$ cat config.mk
export PLATFORM = sky130hd
export DESIGN_NAME = cpu_sequencer
export DESIGN_NICKNAME = d
export VERILOG_FILES = /design/src/rtl/cpu_sequencer.sv
export SDC_FILE = /design/constraint.sdc
export NUM_CORES = 1
export LEC_CHECK = 0
export ABC_AREA = 1
export BUFFER_PORTS_ARGS = -buffer_cell sky130_fd_sc_hd__buf_4
export CAP_MARGIN = 20
export CORE_MARGIN = 2
export CORE_UTILIZATION = 40
export DETAILED_ROUTE_END_ITERATION = 12
export SYNTH_ARGS = -nofsm -noshare
export SYNTH_HDL_FRONTEND = slang
export SYNTH_SLANG_ARGS = --single-unit
$ cat constraint.sdc
create_clock -name clk -period 2.95 [get_ports clk]
set_input_delay 0.59 -clock clk [delete_from_list [all_inputs] [get_ports clk]]
set_output_delay 0.59 -clock clk [all_outputs]
set_load 0.02 [all_outputs]
$ cat src/rtl/cpu_sequencer.sv
// Control sequencer and instruction register for the instruction decoder.
// Sequences fetch/exec phases, holds EXEC2 for multi-cycle MUL, and handles STP halt and single-step pause.
module cpu_sequencer #(
  parameter int INSTR_WIDTH = 12,
  parameter int MUL_CYCLES  = 3
) (
  input  logic                   clk,
  input  logic                   rst_n,
  input  logic                   run,
  input  logic                   step_mode,
  input  logic                   step,
  input  logic [INSTR_WIDTH-1:0] imem_data,
  input  logic                   imem_valid,
  output logic [3:0]             state,
  output logic [3:0]             inst,
  output logic [INSTR_WIDTH-5:0] operand,
  output logic                   halted,
  output logic                   busy,
  output logic                   retired,
  output logic [15:0]            instr_cnt
);

  // Only the opcodes that change sequencing are named; every other code is a 1-phase instruction.
  localparam logic [3:0] OP_STP = 4'b0010;
  localparam logic [3:0] OP_LDA = 4'b0011;
  localparam logic [3:0] OP_MUL = 4'b1101;
  localparam logic [3:0] OP_LDR = 4'b1110;

  localparam int               CNT_W    = (MUL_CYCLES > 1) ? $clog2(MUL_CYCLES) : 1;
  localparam logic [CNT_W-1:0] MUL_LOAD = CNT_W'(MUL_CYCLES - 1);

  typedef enum logic [2:0] {
    S_IDLE,
    S_WAIT,
    S_FETCH,
    S_EXEC1,
    S_EXEC2,
    S_EXEC3,
    S_HALT,
    S_PAUSE
  } seq_state_t;

  seq_state_t             cur_q, nxt;
  logic [INSTR_WIDTH-1:0] ir_q;
  logic [CNT_W-1:0]       mul_cnt_q;
  logic                   run_q;

  logic       load_ir, load_mul, dec_mul;
  logic       is_stp, is_ext, is_mul;
  seq_state_t end_state;

  assign inst    = ir_q[INSTR_WIDTH-1 -: 4];
  assign operand = ir_q[INSTR_WIDTH-5:0];

  assign is_stp = (inst == OP_STP);
  assign is_mul = (inst == OP_MUL);
  assign is_ext = (inst == OP_LDA) || (inst == OP_LDR) || is_mul;

  // Where the sequencer goes once an instruction completes; run/step_mode only matter here.
  assign end_state = !run      ? S_IDLE  :
                     step_mode ? S_PAUSE :
                                 S_WAIT;

  // NOTE: every output of this block gets a default first, so no path through the case leaves one unassigned and no latch is inferred.
  always_comb begin
    nxt      = cur_q;
    retired  = 1'b0;
    load_ir  = 1'b0;
    load_mul = 1'b0;
    dec_mul  = 1'b0;
    state    = 4'b0000;
    halted   = 1'b0;
    busy     = 1'b0;

    case (cur_q)
      S_IDLE: begin
        if (run) nxt = S_WAIT;
      end
      S_WAIT: begin
        busy = 1'b1;
        if (!run) begin
          nxt = S_IDLE;
        end else if (imem_valid) begin
          nxt     = S_FETCH;
          load_ir = 1'b1;
        end
      end
      S_FETCH: begin
        busy  = 1'b1;
        state = 4'b0001;
        nxt   = S_EXEC1;
      end
      S_EXEC1: begin
        busy  = 1'b1;
        state = 4'b0010;
        if (is_stp) begin
          retired = 1'b1;
          nxt     = S_HALT;
        end else if (is_ext) begin
          nxt      = S_EXEC2;
          load_mul = is_mul;
        end else begin
          retired = 1'b1;
          nxt     = end_state;
        end
      end
      S_EXEC2: begin
        busy  = 1'b1;
        state = 4'b0100;
        if (is_mul) begin
          if (mul_cnt_q == '0) nxt = S_EXEC3;
          else                 dec_mul = 1'b1;
        end else begin
          retired = 1'b1;
          nxt     = end_state;
        end
      end
      S_EXEC3: begin
        busy    = 1'b1;
        state   = 4'b1000;
        retired = 1'b1;
        nxt     = end_state;
      end
      S_HALT: begin
        halted = 1'b1;
        // Resume only on a fresh rising edge of run, so a run level held through STP does not restart.
        if (run && !run_q) nxt = S_WAIT;
      end
      S_PAUSE: begin
        if (!run)      nxt = S_IDLE;
        else if (step) nxt = S_WAIT;
      end
      default: nxt = S_IDLE;
    endcase
  end

  // NOTE: sequential state uses non-blocking assignments so every register samples pre-edge values regardless of statement order.
  always_ff @(posedge clk) begin
    if (!rst_n) begin
      cur_q     <= S_IDLE;
      ir_q      <= '0;
      mul_cnt_q <= '0;
      run_q     <= 1'b0;
      instr_cnt <= '0;
    end else begin
      cur_q <= nxt;
      run_q <= run;
      if (load_ir) ir_q <= imem_data;
      if (load_mul)     mul_cnt_q <= MUL_LOAD;
      else if (dec_mul) mul_cnt_q <= mul_cnt_q - 1'b1;
      if (retired) instr_cnt <= instr_cnt + 16'd1;
    end
  end

  // The decoder relies on a one-hot (or idle) phase bus.
  a_state_onehot0 : assert property (@(posedge clk) $onehot0(state));

endmodule

==> impl_metrics.toml <==
[timing]
finalSetupViolations = 0
tns_ns = 0
hold_viol_final = 0
fin_skew_ns = 0.00609
timing.slew.headroom = 0.696
finalCriticalPeriod_ns = 2.36
fmax_mhz = 423
final.period_utilization = 0.801
tightest_slew_ns = 0.454
slew_viol_final = 0
rsz0062_at_grt = "no"

[clocking]
numClockSinks = 34
cts_root_buffer = "clkbuf_8"
cts-buffers-inserted = 5
cts_max_level = 2
hold_buffers = 0
post_cts_resized = 0
cts_setup_buffers = 0
cts_tree = "yes"
clkTransAtPathRegs_ns = 0.07
clk_latency_ns = 0.28
clockBufferDepth = 2

[synthesis]
yosysMostFrequentCell = "nand2_1"
ys_ff_latch = 34
syn_area_um2 = 1850
synth_edf_count = 0
synth_top_area_cell = "dfxtp_1"
synth_cells = 293
synthTopCellsByArea = "dfxtp_1 37%, nand2_1 16%, nor2_1 11%"
synth.net_count = 313
yosys_warnings = 0
synth_top_cell_area_share = 0.369
avgSynthCellArea_um2 = 6.30
seq_area_frac_synth = 0.369
synth-async-reset-ratio = 0
ys_types = 23
synth_ff_type = "dfxtp_1"
synth_common_cells = "77 x nand2_1, 53 x nor2_1, 34 x dfxtp_1, 30 x inv_1, 24 x a21oi_1"

[critical_path]
startpoint = "ir_q[9]$_SDFFE_PN0P_"
ff2ff_path_depth = 9
worstSetupStartpointType = "flip-flop"
worstSetupPathType = "flip-flop to primary output"
endpoint_kind = "primary output"
rr_endpoint = "instr_cnt[10]$_SDFFE_PN0P_"
reg2reg_slack_ns = 1.18
endpoint = "retired"
cp.required_ns = 2.36
crit_fanout = 23
r2r-start = "ir_q[9]$_SDFFE_PN0P_"
arrival_ns = 1.77

[place]
dp_hpwl_mm = 3.37
dp_cells = 390
place.gp.congestion = 0.849
portBuffers = 52

[floorplan]
io_pins = 53
fp.dieArea_um2 = 5180
die_x_um = 71.9
coreArea_um2 = 4410
die_y_um = 71.9
start_util = 0.418
row_count = 24

[detailed_routing]
via_count = 1907
drtIter0Drc = 72
routed_wirelength_mm = 4.52
wl_per_cell_um = 11.3
postRouteAntennaNets = 0
drc = 0
firstDrtPassIters = 4
via_per_inst = 4.79

[power]
switchingPower_mw = 0.275
p_clk_frac = 0.381
p_seq_frac = 0.467
p_sw_frac = 0.262
power_frac_comb = 0.152
power_density_nw_per_um2 = 443
ir_drop_v = 0.000313
leakage_nw = 1.11
cell_internal_pwr_mw = 0.775

[outcome]
status = "finished clean"

[global_route]
grt_usage = 0.182
grt_first_pass_wirelength_mm = 7.52
grt-ovfl-total = 0
grt_pass1_vias = 1691
antenna_found_initial = 0
grt_start_max_net_pins = 25

[job]
cap_violations = 0

[layout]
nNetsFinal = 365
drive_gt1_frac = 0.205
syn_to_final_growth_pct = 28.4
antenna_cells = 0
final_cells = 398

[worst_hold_path]
hp-class = "flip-flop to flip-flop"
## power by group through the flow
stage	clock network (mW)	logic, mW	registers, mW
floorplan	0	0.0872	0.513
global placement	0	0.162	0.500
detailed placement	0	0.161	0.500
CTS	0.419	0.161	0.490
global route	0.437	0.179	0.492
finish	0.400	0.160	0.490
## layout by cell type (no fill, tap or decap), drive strengths merged
master,Yosys,final
clkbuf,2,8
nand4,7,7
dfxtp,34,34
nor3,5,5
ha,2,2
and3,1,1
xnor2,2,2
a21oi,24,24
o21ai,18,18
inv,32,32
nand3,21,21
buf,6,53
nand2,80,80
xor2,2,2
nand3b,1,1
nor2,56,56
## area by class of cell
type,instances,area [um^2]
Fill cell,452,2040
Multi-Input combinational cell,219,997
Sequential cell,34,681
Timing Repair Buffer,53,398
Inverter,32,120
Clock buffer,8,110
Tap cell,52,65.1
## registers in the layout, indices dropped and copies added, names as in the netlist
name       count
mul_cnt_q      2
instr_cnt     16
ir_q          12
run_q          1
cur_q          3
## stage by stage
stage	utilization	worst slack (ns)	hold slack [ns]	power (mW)	cell area, um^2
global placement	0.512	0.923	0.453	0.662	2260
global route	0.537	0.446	0.474	1.11	2370
CTS	0.537	0.565	0.470	1.07	2370
detailed placement	0.512	0.888	0.460	0.662	2260
floorplan	-	1.18	0.441	0.600	1850
finish	0.537	0.586	0.467	1.05	2370
## cells by family after synthesis
logic type	Yosys count	share of synthesized area
xor+xnor	4	0.0190
flops	34	0.369
fa+ha+maj	2	0.0135
buf+inv	40	0.0915
simple gates	171	0.394
compound gates	42	0.114
## layer usage
layer / vias to the layer above / GRT usage / part of all wire
met4: 0 / 0.0629 / 0.010
met2: 34 / 0.296 / 0.46
met5: - / 0 / 0
li1: 1037 / - / -
met3: 5 / 0.0375 / 0.034
met1: 831 / 0.240 / 0.50
## critical path: stages (launching register included)
cell     delay [ns]
dfxtp_1        0.33
inv_1          0.09
nand2_1        0.07
nor2_1         0.24
nand2_1        0.11
nand2_1        0.09
nand2_2        0.27
buf_4          0.28
## how the worst min path moves through the flow
stage                         startpoint                         to  slack, ns  cells past startpoint
2_1_floorplan  mul_cnt_q[0]$_SDFFE_PP0P_  mul_cnt_q[0]$_SDFFE_PP0P_       0.44                      2
3_3_place_gp   mul_cnt_q[0]$_SDFFE_PP0P_  mul_cnt_q[0]$_SDFFE_PP0P_       0.45                      2
3_5_place_dp   mul_cnt_q[0]$_SDFFE_PP0P_  mul_cnt_q[0]$_SDFFE_PP0P_       0.46                      2
4_1_cts        mul_cnt_q[0]$_SDFFE_PP0P_  mul_cnt_q[0]$_SDFFE_PP0P_       0.47                      2
5_1_grt        mul_cnt_q[0]$_SDFFE_PP0P_  mul_cnt_q[0]$_SDFFE_PP0P_       0.47                      2
6_report       mul_cnt_q[0]$_SDFFE_PP0P_  mul_cnt_q[0]$_SDFFE_PP0P_       0.47                      2
(Power assumes the default switching activity.)
